$ cat src/rtl/md_seq.sv
// Multiply/divide sequencer for the EX stage: latches operands, runs the pipelined
// multiplier or iterative divider, and issues a one-cycle HI/LO write on completion.
module md_seq #(
  parameter int MUL_LAT = 2
) (
  input  logic        clk,
  input  logic        rst,
  input  logic        op_valid,
  input  logic [3:0]  md_op,
  input  logic [31:0] src1,
  input  logic [31:0] src2,
  input  logic        flush,
  output logic        stallreq,
  output logic        busy,
  output logic        mul_signed,
  output logic [31:0] mul_ina,
  output logic [31:0] mul_inb,
  input  logic [63:0] mul_result,
  output logic        div_start,
  output logic        div_signed,
  output logic        div_annul,
  output logic [31:0] div_opdata1,
  output logic [31:0] div_opdata2,
  input  logic [63:0] div_result,
  input  logic        div_ready,
  output logic        hi_we,
  output logic [31:0] hi_wdata,
  output logic        lo_we,
  output logic [31:0] lo_wdata
);

  typedef enum logic [1:0] {IDLE, MUL, DIV, DONE} state_t;

  localparam logic [2:0] CNT_INIT = 3'(MUL_LAT - 1);

  state_t      state, state_d;
  logic [2:0]  cnt;
  logic [31:0] op_a, op_b;
  logic        op_signed;
  logic        accept, is_div, new_signed, capture;
  logic [63:0] cap_data;

  // md_op = {div, divu, mult, multu}; div > divu > mult > multu on multi-hot input
  assign accept     = (state == IDLE) && op_valid && (md_op != 4'b0000) && !flush;
  assign is_div     = md_op[3] | md_op[2];
  assign new_signed = md_op[3] | (~md_op[2] & md_op[1]);
  assign capture    = (state_d == DONE) && (state != DONE);
  assign cap_data   = (state == MUL) ? mul_result : div_result;

  always_ff @(posedge clk) begin
    if (rst) state <= IDLE;
    else     state <= state_d;
  end

  always_comb begin
    state_d = state;
    case (state)
      IDLE: if (accept) state_d = is_div ? DIV : MUL;
      MUL: begin
        if (flush)            state_d = IDLE;
        else if (cnt == 3'd0) state_d = DONE;
      end
      DIV: begin
        if (flush)          state_d = IDLE;
        else if (div_ready) state_d = DONE;
      end
      DONE:    state_d = IDLE;
      default: state_d = IDLE;
    endcase
  end

  always_comb begin
    stallreq    = 1'b0;
    busy        = (state != IDLE);
    mul_signed  = 1'b0;
    mul_ina     = 32'd0;
    mul_inb     = 32'd0;
    div_start   = 1'b0;
    div_signed  = 1'b0;
    div_annul   = 1'b0;
    div_opdata1 = 32'd0;
    div_opdata2 = 32'd0;
    case (state)
      IDLE: stallreq = accept;
      MUL: begin
        stallreq   = !flush;
        mul_signed = op_signed;
        mul_ina    = op_a;
        mul_inb    = op_b;
      end
      DIV: begin
        stallreq    = !flush;
        div_signed  = op_signed;
        div_opdata1 = op_a;
        div_opdata2 = op_b;
        div_start   = !div_ready && !flush;
        div_annul   = flush;
      end
      default: ;
    endcase
    // the divider shares rst, so no annul is needed during reset
    if (rst) begin
      stallreq  = 1'b0;
      div_start = 1'b0;
      div_annul = 1'b0;
    end
  end

  always_ff @(posedge clk) begin
    if (rst) begin
      cnt       <= 3'd0;
      op_a      <= 32'd0;
      op_b      <= 32'd0;
      op_signed <= 1'b0;
      hi_we     <= 1'b0;
      lo_we     <= 1'b0;
      hi_wdata  <= 32'd0;
      lo_wdata  <= 32'd0;
    end else begin
      if (accept) begin
        op_a      <= src1;
        op_b      <= src2;
        op_signed <= new_signed;
        cnt       <= is_div ? 3'd0 : CNT_INIT;
      end else if ((state == MUL) && (cnt != 3'd0)) begin
        cnt <= cnt - 3'd1;
      end
      hi_we    <= capture;
      lo_we    <= capture;
      hi_wdata <= capture ? cap_data[63:32] : 32'd0;
      lo_wdata <= capture ? cap_data[31:0]  : 32'd0;
    end
  end

endmodule

$ cat config.mk
export PLATFORM = sky130hd
export DESIGN_NAME = md_seq
export DESIGN_NICKNAME = d
export VERILOG_FILES = /design/src/rtl/md_seq.sv
export SDC_FILE = /design/constraint.sdc
export NUM_CORES = 1
export LEC_CHECK = 0
export BUFFER_PORTS_ARGS = -buffer_cell sky130_fd_sc_hd__buf_2
export CAP_MARGIN = 20
export CORE_AREA = 10 10 147 149
export DETAILED_ROUTE_END_ITERATION = 7
export DIE_AREA = 0 0 157 159
export PLACE_DENSITY = 0.67
export SLEW_MARGIN = 20
export SYNTH_ARGS = -nofsm -noshare
export SYNTH_HDL_FRONTEND = slang
export SYNTH_SLANG_ARGS = --single-unit
$ cat constraint.sdc
create_clock -name clk -period 1.7 [get_ports clk]
set_clock_uncertainty 0.05 [all_clocks]
set_input_delay 0.17 -clock clk [delete_from_list [all_inputs] [get_ports clk]]
set_output_delay 0.17 -clock clk [all_outputs]
set_load 0.005 [all_outputs]
==> flow_metrics.py <==
metrics = {
    "status": {
        "status": "finished, violations left",
        "failing_checks": "setup timing",
    },
    "run": {
        "max_cap_violations": 0,
    },
    "worst_setup_path": {
        "kind_of_critical_path": "flop to flop",
        "critPathArrivalTime_ns": 2.29,
        "r2r.worst_path.cells": 10,
        "worstPathMaxFanout": 9,
        "r2r-end": "hi_wdata[30]$_SDFF_PP0_",
        "critical_path_required_ns": 1.96,
        "worst_setup_path_endpoint": "hi_wdata[30]$_SDFF_PP0_",
        "setup.worst_path.end_class": "flop",
        "reg2reg_setup_slack_ns": -0.32,
        "startpoint_type_of_the_worst_setup_path": "flop",
        "regToRegStartpoint": "state[0]$_SDFF_PP0_",
        "cp-startpoint": "state[0]$_SDFF_PP0_",
    },
    "yosys": {
        "mappedNetlistArea_mm2": 0.006321,
        "synth_fp_nets": 913,
        "synth-edff-count": 0,
        "post-synth-top-area-fraction_pct": 42.76,
        "synth_top_cell_by_area": "sky130_fd_sc_hd__dfxtp_1",
        "yosysUniqueCellTypes": 35,
        "synth-async-reset-ratio_pct": 0,
        "synth_area_leaders": "sky130_fd_sc_hd__dfxtp_1, sky130_fd_sc_hd__and2_1, sky130_fd_sc_hd__mux2i_1, sky130_fd_sc_hd__nor4_2, sky130_fd_sc_hd__nand2_1",
        "seq_area_frac_synth_pct": 42.76,
        "synth.avg_cell_area_um2": 8.966,
        "ys.flop_type": "sky130_fd_sc_hd__dfxtp_1",
        "postSynthCellCount": 705,
        "ys_seq_elements": 135,
        "synthesis.yosys.warnings": 0,
    },
    "timing": {
        "timing.final.ws_setup_ns": -0.3232,
        "final_hold_viols": 0,
        "setup_tns_ns": -46.39,
        "final_min_period_over_clock_period_pct": 119.0,
        "rsz0062_at_grt": "yes",
        "tightestPinTransition_ns": 0.4322,
        "post-route-min-period_ns": 2.023,
        "setup-violations-final": 261,
        "final_max_slew_viol_count": 0,
        "rel_slew_slack_pct": 71.08,
        "max_freq_mhz": 494.3,
    },
    "global_route": {
        "maximum_number_of_pins_on_one_net_before_global_route_repair": 73,
        "antenna_found_initial": 8,
        "first_global_vias": 7561,
        "gr-usage-all-layers_pct": 21.60,
        "grt_pass1_wl_um": 42690,
        "grt_overflow": 0,
    },
    "finish": {
        "layout-drive-gt1-share_pct": 61.27,
        "final_cell_mix": "sky130_fd_sc_hd__buf_2, sky130_fd_sc_hd__buf_6, sky130_fd_sc_hd__dfxtp_1",
        "final_design_area_no_fill_mm2": 0.01325,
        "mostFrequentLayoutCell": "sky130_fd_sc_hd__buf_2",
        "finish.cell_count_without_fillers": 1497,
        "num-nets-final": 1451,
        "area_growth_pct": 109.7,
    },
    "detailed_routing": {
        "antenna_violating_nets_post_route": 0,
        "routed_via_density": 5.220,
        "avgRoutedWirePerCell_um": 24.07,
        "post-route-drc-count": 0,
        "drt_pass1_iterations": 5,
        "drt_iter0_markers": 453,
        "vias": 7814,
        "detail_route.wirelength_um": 36030,
    },
    "floorplanning": {
        "top_level_ports": 401,
        "die_width_um": 157,
        "die_h_um": 159,
        "dieArea_mm2": 0.02496,
        "placeable_area_mm2": 0.01858,
        "core.rowCount": 50,
        "start_util_pct": 34.02,
    },
    "cts": {
        "tritoncts": "done",
        "numCtsBuffers": 17,
        "ctsRootBufferMaster": "sky130_fd_sc_hd__clkbuf_16",
        "clock-sinks": 135,
        "worstSkewPairLatency_ns": 0.42,
        "cts-root-to-sink-buffers": 2,
        "cts.clk_slew.worst_paths_ns": 0.06,
        "htreeDepth": 4,
    },
    "pwr": {
        "p_leak_uw": 0.005841,
        "p_per_area_mw_per_mm2": 1383,
        "max-vdd-ir-drop_mv": 0.7211,
        "fin_total_pwr_uw": 18330,
    },
    "placement": {
        "dp.cells": 1323,
        "port_buffers": 400,
        "post_detailed_placement_cell_area_mm2": 0.008957,
        "place.gp.congestion": 0.8146,
        "dpl.hpwl_um": 19580,
    },
    "worst_hold_path": {
        "min-delay-path-class": "primary input to flop",
        "hold-path-cell-count": 3,
    },
}
[stage by stage]
stage | hold WS, ns | worst slack, ns | utilization, %
floorplan | 0.2560 | 0.02803 | -
global placement | 0.3606 | -0.1274 | 48.21
detailed placement | 0.3660 | -0.2015 | 48.21
CTS | 0.002061 | -0.2976 | 59.28
global route | 0.02800 | -0.4109 | 71.31
finish | 0.02587 | -0.3232 | 71.33
[cell type report]
cell class | instances | area (um2)
flip-flops and latches | 135 | 2710
fillers | 1239 | 5326
diodes | 8 | 20.02
clock inverters | 11 | 150.1
repair buffers | 584 | 5482
clock buffers | 20 | 446.7
well taps | 234 | 292.8
multi-input cells | 499 | 4120
inverters | 6 | 32.53
[kinds of logic (layout without fill, tap and decap cells)]
group / after synthesis / in the layout / share of synthesized area (%)
XOR/XNOR: 2 / 2 / 0.2772
AO/OA/AOI/OAI: 78 / 78 / 6.710
AND/OR/NAND/NOR: 347 / 348 / 33.23
buffers and inverters: 72 / 621 / 5.503
multiplexers: 64 / 64 / 10.13
other: 0 / 8 / 0
flip-flops: 135 / 135 / 42.76
adder cells (fa/ha/maj): 7 / 7 / 1.386
[Yosys cell counts, types with 5 or more instances]
library cell               instances
sky130_fd_sc_hd__a21oi_1          68
sky130_fd_sc_hd__dfxtp_1         135
sky130_fd_sc_hd__buf_2            20
sky130_fd_sc_hd__mux2i_1          64
sky130_fd_sc_hd__nor2_1            8
sky130_fd_sc_hd__inv_1             6
sky130_fd_sc_hd__nor4_2           40
sky130_fd_sc_hd__buf_6             5
sky130_fd_sc_hd__nor4_1           24
sky130_fd_sc_hd__clkbuf_1         34
sky130_fd_sc_hd__and2_1          131
sky130_fd_sc_hd__ha_1              7
sky130_fd_sc_hd__nand2_1         129
[worst max-delay path, stage by stage (launching register included)]
cell,delay (ns)
sky130_fd_sc_hd__dfxtp_4,0.38
sky130_fd_sc_hd__inv_6,0.08
sky130_fd_sc_hd__ha_4,0.15
sky130_fd_sc_hd__nand3b_4,0.08
sky130_fd_sc_hd__buf_6,0.12
sky130_fd_sc_hd__buf_6,0.11
sky130_fd_sc_hd__o211ai_1,0.17
sky130_fd_sc_hd__buf_4,0.18
sky130_fd_sc_hd__nand2b_4,0.14
sky130_fd_sc_hd__buf_12,0.19
sky130_fd_sc_hd__nor4_2,0.25
[registers in the layout, indices dropped and copies added (netlist names)]
register,flops
cnt,3
op_signed,1
op_b,32
hi_wdata,32
op_a,32
lo_wdata,32
lo_we,1
state,2
[what timing repair did]
| action | 4_1_cts | 5_1_grt |
|---|---|---|
| endpoints found under the setup margin | 265 | 267 |
| hold buffers | 64 | 0 |
| gates resized for setup | 92 | 307 |
| pin swaps | 17 | 35 |
| cloned | 12 | 30 |
| buffers inserted | 13 | 19 |
| endpoints found under the hold margin | 64 | 0 |
[report_power, final]
part	internal [uW]	leakage, uW	total, uW	switching (uW)
Combinational	5530	0.00446	10700	5190
Clock	2350	0.000286	3830	1490
Sequential	3520	0.00110	3790	268
[routing by layer]
metal	track usage [%]	up-vias	part of all wire (%)
met4	6.824	2	4.6
met2	37.96	530	49
met3	8.095	117	11
li1	-	3471	-
met1	23.23	3694	35
met5	0	-	0.036
[worst min path at each step]
stage,startpoint,to,slack (ns)
after global placement,src2[15],op_b[15]$_SDFFE_PP0N_,0.36
after detailed placement,src1[10],op_a[10]$_SDFFE_PP0N_,0.37
after global routing,div_result[6],lo_wdata[6]$_SDFF_PP0_,0.03
after CTS,div_result[19],lo_wdata[19]$_SDFF_PP0_,0.002
after floorplan,src1[0],op_a[0]$_SDFFE_PP0N_,0.26
final,div_result[0],lo_wdata[0]$_SDFF_PP0_,0.03
(Power assumes the default switching activity.)
